===== src/rtl/i2s_tx_serializer.sv =====
// i2s_tx_serializer: buffers 16-bit mono samples in a small FIFO and plays
// each one MSB-first on both I2S channel slots, with bclk/lrclk made from clk.
// Ports:
//   clk, rst        - system clock, synchronous active-high reset
//   valid/sample_in - sample write from the effects pipeline
//   ready           - FIFO not full
//   fifo_level      - FIFO occupancy
//   underrun        - one-clk pulse: frame started with the FIFO empty
//   overflow        - one-clk pulse: write while full, sample dropped
//   bclk/lrclk/sdata- I2S bit clock, word select (0=left), serial data
module i2s_tx_serializer #(
  parameter int unsigned SLEN       = 16,
  parameter int unsigned SLOT_W     = 32,
  parameter int unsigned BCLK_DIV   = 4,
  parameter int unsigned FIFO_DEPTH = 4
) (
  input  logic                            clk,
  input  logic                            rst,
  input  logic                            valid,
  input  logic [SLEN-1:0]                 sample_in,
  output logic                            ready,
  output logic [$clog2(FIFO_DEPTH):0]     fifo_level,
  output logic                            underrun,
  output logic                            overflow,
  output logic                            bclk,
  output logic                            lrclk,
  output logic                            sdata
);

  localparam int unsigned DIV_W = (BCLK_DIV > 1) ? $clog2(BCLK_DIV) : 1;
  localparam int unsigned BIT_W = $clog2(2 * SLOT_W);
  localparam int unsigned PTR_W = $clog2(FIFO_DEPTH);
  localparam int unsigned LVL_W = PTR_W + 1;

  logic [DIV_W-1:0] div_cnt_q, div_cnt_d;
  logic             bclk_q, bclk_d;
  logic [BIT_W-1:0] bit_cnt_q, bit_cnt_d;
  logic             lrclk_q, lrclk_d;
  logic             sdata_q, sdata_d;
  logic [SLEN-1:0]  frame_q, frame_d;
  logic [SLEN-1:0]  shift_q, shift_d;
  logic [PTR_W-1:0] rd_ptr_q, rd_ptr_d;
  logic [PTR_W-1:0] wr_ptr_q, wr_ptr_d;
  logic [LVL_W-1:0] level_q, level_d;
  logic             ready_q, ready_d;
  logic             underrun_q, underrun_d;
  logic             overflow_q, overflow_d;
  logic [SLEN-1:0]  mem_q [FIFO_DEPTH];

  logic             tick_c;
  logic             fall_c;
  logic             wr_en_c;
  logic             rd_en_c;
  logic [BIT_W-1:0] pos_c;

  // Next-state logic: divider, bit counter, slot serializer and FIFO bookkeeping
  always_comb begin
    div_cnt_d  = div_cnt_q;
    bclk_d     = bclk_q;
    bit_cnt_d  = bit_cnt_q;
    lrclk_d    = lrclk_q;
    sdata_d    = sdata_q;
    frame_d    = frame_q;
    shift_d    = shift_q;
    rd_ptr_d   = rd_ptr_q;
    wr_ptr_d   = wr_ptr_q;
    underrun_d = 1'b0;
    overflow_d = 1'b0;
    wr_en_c    = 1'b0;
    rd_en_c    = 1'b0;
    pos_c      = '0;

    tick_c = (div_cnt_q == DIV_W'(BCLK_DIV - 1));
    fall_c = tick_c && bclk_q;

    if (tick_c) begin
      div_cnt_d = '0;
      bclk_d    = ~bclk_q;
    end else begin
      div_cnt_d = div_cnt_q + DIV_W'(1);
    end

    // lrclk/sdata only move on the bclk falling edge so they are stable at every rise
    if (fall_c) begin
      bit_cnt_d = (bit_cnt_q == BIT_W'(2 * SLOT_W - 1)) ? '0 : bit_cnt_q + BIT_W'(1);
      lrclk_d   = (bit_cnt_d >= BIT_W'(SLOT_W));
      pos_c     = lrclk_d ? (bit_cnt_d - BIT_W'(SLOT_W)) : bit_cnt_d;

      // Frame start: no bypass, a write landing this same cycle is not visible to the pop
      if (bit_cnt_d == '0) begin
        if (level_q != '0) begin
          rd_en_c  = 1'b1;
          frame_d  = mem_q[rd_ptr_q];
          rd_ptr_d = rd_ptr_q + PTR_W'(1);
        end else begin
          frame_d    = '0;
          underrun_d = 1'b1;
        end
      end

      // Slot position 0 is the I2S one-bit delay; reload the shifter for each slot
      if (pos_c == '0) begin
        shift_d = frame_d;
        sdata_d = 1'b0;
      end else if (pos_c <= BIT_W'(SLEN)) begin
        sdata_d = shift_q[SLEN-1];
        shift_d = shift_q << 1;
      end else begin
        sdata_d = 1'b0;
      end
    end

    if (valid) begin
      if (ready_q) begin
        wr_en_c  = 1'b1;
        wr_ptr_d = wr_ptr_q + PTR_W'(1);
      end else begin
        overflow_d = 1'b1;
      end
    end

    level_d = level_q + LVL_W'(wr_en_c) - LVL_W'(rd_en_c);
    ready_d = (level_d != LVL_W'(FIFO_DEPTH));
  end

  // State registers
  always_ff @(posedge clk) begin
    if (rst) begin
      div_cnt_q  <= '0;
      bclk_q     <= 1'b0;
      bit_cnt_q  <= BIT_W'(2 * SLOT_W - 1);
      lrclk_q    <= 1'b0;
      sdata_q    <= 1'b0;
      frame_q    <= '0;
      shift_q    <= '0;
      rd_ptr_q   <= '0;
      wr_ptr_q   <= '0;
      level_q    <= '0;
      ready_q    <= 1'b1;
      underrun_q <= 1'b0;
      overflow_q <= 1'b0;
    end else begin
      div_cnt_q  <= div_cnt_d;
      bclk_q     <= bclk_d;
      bit_cnt_q  <= bit_cnt_d;
      lrclk_q    <= lrclk_d;
      sdata_q    <= sdata_d;
      frame_q    <= frame_d;
      shift_q    <= shift_d;
      rd_ptr_q   <= rd_ptr_d;
      wr_ptr_q   <= wr_ptr_d;
      level_q    <= level_d;
      ready_q    <= ready_d;
      underrun_q <= underrun_d;
      overflow_q <= overflow_d;
    end
  end

  // Sample storage; contents need no reset since the pointers define validity
  always_ff @(posedge clk) begin
    if (!rst && wr_en_c) begin
      mem_q[wr_ptr_q] <= sample_in;
    end
  end

  assign ready      = ready_q;
  assign fifo_level = level_q;
  assign underrun   = underrun_q;
  assign overflow   = overflow_q;
  assign bclk       = bclk_q;
  assign lrclk      = lrclk_q;
  assign sdata      = sdata_q;

endmodule


===== config.mk =====
export PLATFORM = sky130hd
export DESIGN_NAME = i2s_tx_serializer
export DESIGN_NICKNAME = d
export VERILOG_FILES = /design/src/rtl/i2s_tx_serializer.sv
export SDC_FILE = /design/constraint.sdc
export NUM_CORES = 1
export LEC_CHECK = 0
export BUFFER_PORTS_ARGS = -buffer_cell sky130_fd_sc_hd__buf_2
export CAP_MARGIN = 40
export CORE_ASPECT_RATIO = 0.5
export CORE_MARGIN = 2
export CORE_UTILIZATION = 35
export CTS_CLUSTER_DIAMETER = 200
export DETAILED_ROUTE_END_ITERATION = 7
export GPL_TIMING_DRIVEN = 1
export SLEW_MARGIN = 10
export SYNTH_ARGS = -nofsm -noshare
export SYNTH_HDL_FRONTEND = slang
export SYNTH_SLANG_ARGS = --single-unit

===== constraint.sdc =====
create_clock -name clk -period 3.1 [get_ports clk]
set_input_delay 0 -clock clk [delete_from_list [all_inputs] [get_ports clk]]
set_output_delay 0 -clock clk [all_outputs]
set_load 0.005 [all_outputs]

==> results of run 1 <==
-- worst register-to-register path, stage by stage (launching register included) --
cell     delay (ns)
dfxtp_1        0.44
ha_2           0.31
xnor2_1        0.10
a41oi_2        0.26
a21oi_2        0.09
and3_1         0.19
ha_1           0.28
inv_1          0.04
ha_1           0.18
fa_1           0.38
xnor2_1        0.15
xnor2_1        0.12
nor2_1         0.13
nand2_1        0.07
-- placed cells by master, fill, tap and decap left out, types with 4 or more instances in the layout --
master / instances
nand3_1: 18
nand2b_1: 16
dlygate4sd3_1: 17
buf_2: 27
inv_1: 5
buf_4: 8
ha_1: 8
a21oi_1: 25
xnor2_1: 6
nor2b_1: 4
a21o_1: 4
nor2_1: 10
a32o_1: 15
mux4_2: 16
dfxtp_1: 54
inv_8: 7
and2_1: 7
nand2_1: 28
o21ai_0: 17
o211ai_1: 16
clkbuf_16: 17
edfxtp_1: 64
or3_1: 17
-- path summary, 6_finish.rpt --
kind | startpoint | endpoint | slack, ns | depth (start not counted)
max | bit_cnt_q[1]$_SDFFE_PP1P_ | ready$_SDFF_PP1_ | 0.25 | 13
min | rst | sdata$_SDFFE_PP0P_ | 0.17 | 2
max reg2reg | bit_cnt_q[1]$_SDFFE_PP1P_ | ready$_SDFF_PP1_ | 0.25 | 13
min reg2reg | div_cnt_q[0]$_SDFF_PP0_ | div_cnt_q[0]$_SDFF_PP0_ | 0.43 | 1
-- sequential cells by signal, summed over array words and instances (netlist names), named ones only --
register    flops
bclk            1
bit_cnt_q       6
div_cnt_q       2
fifo_level      3
frame_q        16
lrclk           1
mem_q          64
overflow        1
rd_ptr_q        2
ready           1
sdata           1
shift_q        16
underrun        1
wr_ptr_q        2
-- per-layer routing --
metal	track usage, %	vias to the layer above	share of wire (%)
li1	-	1585	-
met1	18.94	1596	52
met2	19.59	50	43
met3	4.464	12	3.2
met4	5.500	0	1.2
met5	0	-	0
-- logic make-up (layout without fill, tap and decap cells) --
| kind of cell | count (synthesis) | in the layout | share of synthesized area (%) |
|---|---|---|---|
| buf+inv | 36 | 92 | 4.258 |
| flops | 119 | 119 | 59.46 |
| fa+ha+maj | 10 | 10 | 2.609 |
| simple gates | 117 | 117 | 12.40 |
| compound gates | 88 | 88 | 12.31 |
| mux | 19 | 19 | 7.753 |
| xor+xnor | 7 | 7 | 1.206 |
-- metrics by stage --
stage | area, sq um | cells
final | 6128 | 650
after floorplan | 5084 | 396
after CTS | 6125 | 650
after global placement | 5329 | 598
after global routing | 6128 | 650
after detailed placement | 5374 | 601
-- final cells by class --
| class | count | share of cell area (%) |
|---|---|---|
| clock buffer | 17 | 6.942 |
| inverter | 5 | 0.3062 |
| multi-input combinational | 241 | 30.13 |
| tap | 198 | 4.042 |
| sequential | 119 | 49.35 |
| timing repair buffer | 55 | 6.697 |
| clock inverter | 15 | 2.532 |
-- power groups by stage --
stage	registers, mW	logic (mW)	clock network [mW]
after floorplan	1.78	0.224	0
after global placement	1.78	0.327	0
after detailed placement	1.78	0.343	0
after CTS	1.75	0.360	1.94
after global routing	1.75	0.404	2.01
final	1.75	0.359	1.91
-- timing repair --
action | CTS | global route
endpoints found under the hold margin | 66 | 0
endpoints found under the setup margin | 0 | 2
gates resized for setup | 0 | 2
hold buffers | 17 | 0
==> flow_summary.toml, run 1 <==
[status]
status = "finished clean"

[timing]
holdWs_ns = 0.1694
fmax_mhz = 350.6
rsz0062_at_grt = "no"
finClkSkew_ns = 0.006866
worst_pin_slew_ns = 0.8805
fin_tns_setup_ns = 0
slew_viol_final = 0
fin_crit_sh_pct = 92.00
setup_violations = 0
post-route-min-period_ns = 2.852
slew_headroom_pct = 41.30
fin_ws_ns = 0.2480
hold_viol = 0

[routing]
detail-route-antenna-nets = 0
avgRoutedWirePerCell_um = 15.20
drc_errors = 0
wirelength_um = 9878
first_pass_iters = 5
vias = 3243
vias_per_cell = 4.989
drtIter0Drc = 200

[pwr]
p_switching_mw = 1.075
seqPwrFrac_pct = 43.5
pwr-share-comb_pct = 8.9
swShare_pct = 26.77
ir_drop_mv = 0.3905
p_total_mw = 4.015
p_leak_nw = 2.103
p_per_area_nw_per_um2 = 655.2
clockPowerShare_pct = 47.6
p_int_mw = 2.940

[grt]
grt_max_degree = 50
grt_first_pass_wirelength_um = 16100
grt_pass1_vias = 3003
grt_antenna_before_repair = 0
grt_usage_pct = 13.58
overflow = 0

[synth]
yosysSeqAreaShare_pct = 59.46
syn_inst = 396
yosysWarnings = 0
ys_ff_latch = 119
ys_top_cells_by_count = "edfxtp_1, dfxtp_1, nand2_1"
synth_top_area_share_pct = 37.80
synthFlopType = "edfxtp_1"
syn_nets = 425
post_synth.cell_area_avg_sq_um = 12.84
synth_edf_count = 64
yosysMostFrequentCell = "edfxtp_1"
yosysTopAreaCell = "edfxtp_1"
async_flop_share_pct = 0
syn_area_sq_um = 5084
synth_cell_types = 47
synthTopCellsByArea = "edfxtp_1, dfxtp_1, mux4_2"

[setup_path]
crit_top_cell = "xnor2_1"
cp.arrival_ns = 3.16
cp_top_family = "adder cells"
crit_path_start_kind = "flop"
critPathKind = "flop to flop"
crit_path_max_incr_delay_ns = 0.44
end_kind = "flop"
crit_chain = "ha_2, xnor2_1, a41oi_2, a21oi_2, and3_1, ha_1, inv_1, ha_1, fa_1, xnor2_1, xnor2_1, nor2_1, nand2_1"
critPathMaxFanout = 7
cp_data_required_time_ns = 3.41
cp_slowest_cell = "dfxtp_1"
worst-path-buf-inv = 1

[clock_network]
clockBufferDepth = 2
htree_levels = 4
root_buffer = "clkbuf_16"
path_clk_slew_ns = 0.06
insertion_delay_ns = 0.42
cts_buffers = 17
clock-sinks = 119
cts_tree = "yes"
cts_setup_buffers = 0

[cells_and_area]
drive_gt1_share_pct = 22.12
nets = 468
fin_util_pct = 42.82
nFillCells = 1289
area_growth_pct = 20.55
multi_input_area_sq_um = 1847
antenna_cells = 0
seq_area_sq_um = 3024

[place]
gp_congestion = 0.7530
preCtsSetupSlack_ns = 0.1950
place_hpwl_um = 5884
port_buffers = 27

[floorplan]
design.core.area_sq_um = 14310
dieArea_sq_um = 15560
fp-row-count = 31
dieWidth_um = 174.4
initial_core_util_pct = 35.52
die_h_um = 89.22
io_pins = 28

[min_path]
hold_path.class = "input port to flop"

[flow_run]
maxCapViolCount = 0
Note: power is estimated with default switching activity, not from simulation.
==> run 2, diff against run 1 <==
--- a/config.mk
+++ b/config.mk
@@ -7,7 +7,7 @@
 export LEC_CHECK = 0
 export BUFFER_PORTS_ARGS = -buffer_cell sky130_fd_sc_hd__buf_2
 export CAP_MARGIN = 40
-export CORE_ASPECT_RATIO = 0.5
+export CORE_ASPECT_RATIO = 1.75
 export CORE_MARGIN = 2
 export CORE_UTILIZATION = 35
 export CTS_CLUSTER_DIAMETER = 200
==> run 2 against run 1 <==
Critical path depth stayed put. Count of clock-buffer cells in the layout stayed put. Global-route usage is 0.24 points lower. Register-to-register slack improved by 0.09 ns. Clock skew rose by 0.0041 ns. Non-clock buffer count rose by 1.
==> flow_summary.toml, run 2 (same netlist as run 1, synthesis figures left out) <==
[cells_and_area]
seq_area_sq_um = 3023
drive_gt1_share_pct = 21.63
reg_top3 = "mem_q (64), frame_q (16), shift_q (16)"
antenna_cells = 0
fin_util_pct = 42.93
final_common_cell = "edfxtp_1"
final_cell_mix = "edfxtp_1, dfxtp_1, nand2_1"
top_register = "mem_q"
multi_input_area_sq_um = 1844
largest_reg_flops = 64
nFillCells = 1290
area_growth_pct = 20.72
nets = 469

[routing]
vias = 3263
detail-route-antenna-nets = 0
wirelength_um = 9705
drtIter0Drc = 212
vias_per_cell = 5.155
first_pass_iters = 5
avgRoutedWirePerCell_um = 15.33
drc_errors = 0

[clock_network]
cts_resized = 0
path_clk_slew_ns = 0.06
cts_buffers = 17
cts_tree = "yes"
htree_levels = 4
insertion_delay_ns = 0.40
cts_setup_buffers = 0
clockBufferDepth = 2
clock-sinks = 119
root_buffer = "clkbuf_16"

[timing]
fin_ws_ns = 0.3352
worst_pin_slew_ns = 0.8440
fin_crit_sh_pct = 89.19
setup_violations = 0
holdWs_ns = 0.2000
slew_viol_final = 0
post-route-min-period_ns = 2.765
finClkSkew_ns = 0.01099
slew_headroom_pct = 43.74
rsz0062_at_grt = "no"
fin_tns_setup_ns = 0
fmax_mhz = 361.7
hold_viol = 0

[grt]
grt_usage_pct = 13.34
grt_max_degree = 50
grt_antenna_before_repair = 0
grt_pass1_vias = 3391
overflow = 0
grt_first_pass_wirelength_um = 16070

[pwr]
p_leak_nw = 2.117
ir_drop_mv = 0.5121
p_per_area_nw_per_um2 = 656.1
p_total_mw = 4.027

[floorplan]
initial_core_util_pct = 35.56
fp-row-count = 58
dieWidth_um = 95.11
design.core.area_sq_um = 14300
dieArea_sq_um = 15540
io_pins = 28
die_h_um = 163.4

[min_path]
hold_path.class = "input port to flop"
hp-start = "rst"

[setup_path]
cp.arrival_ns = 3.06
cp_data_required_time_ns = 3.39
end_kind = "flop"
worstSetupStartpoint = "bit_cnt_q[0]$_SDFFE_PP1P_"
critPathKind = "flop to flop"
crit_path_start_kind = "flop"
rr_startpoint = "bit_cnt_q[0]$_SDFFE_PP1P_"
critPathMaxFanout = 10

[place]
place_hpwl_um = 6461
preCtsSetupSlack_ns = 0.3214
gp_congestion = 0.7671
port_buffers = 27

[flow_run]
maxCapViolCount = 0

[status]
status = "finished clean"
run 2: changes by cell type in the layout (fill, tap and decap cells not counted), sizes merged:
cell    previous run  this run
bufinv             0         2
clkinv             4         6
inv               15        11
buf               38        39
run 2: where the power goes:
group / internal, mW / switching, mW
Clock: 1.20 / 0.732
Combinational: 0.145 / 0.203
Sequential: 1.72 / 0.0243
Total: 3.07 / 0.960
run 2: timing repair:
| action | CTS | global route |
|---|---|---|
| endpoints found under the hold margin | 66 | 0 |
| setup endpoints to repair | 0 | 0 |
| hold buffers | 17 | 0 |
run 2: worst max-delay path, stage by stage (launching register included):
cell and delay [ns]:
dfxtp_1 0.37, ha_1 0.24, buf_4 0.18, o211ai_2 0.19, a21oi_1 0.10, and3_1 0.23
ha_1 0.29, inv_1 0.04, ha_1 0.18, fa_1 0.37, xnor2_1 0.14, xnor2_1 0.13
nor2_1 0.11, nand2_1 0.07
run 2: per-stage QoR:
stage,std cells,area (sq um)
global placement,579,5299
floorplan,396,5084
global route,633,6137
CTS,633,6137
finish,633,6137
detailed placement,584,5374
run 2: area by class of cell:
class                      count  area share, %
timing repair buffer          56          7.054
clock buffer                  17          6.932
multi-input combinational    241          30.05
inverter                       5         0.3058
sequential                   119          49.26
tap                          180          3.670
clock inverter                15          2.732
run 2: path summary, 6_finish.rpt:
path | endpoint | slack (ns) | cells after the start
setup / recovery | ready$_SDFF_PP1_ | 0.34 | 13
hold / removal | bclk$_SDFFE_PP0N_ | 0.20 | 2
setup reg to reg | ready$_SDFF_PP1_ | 0.34 | 13
hold reg to reg | div_cnt_q[0]$_SDFF_PP0_ | 0.44 | 1
run 2: per-layer routing:
metal  GRT usage, %  up-vias  wire length [um]
met4          5.929        0               157
met3          2.721       13               174
met2          25.03       47              5553
met5              0        -                 0
li1               -     1585                 -
met1          13.82     1618              3820
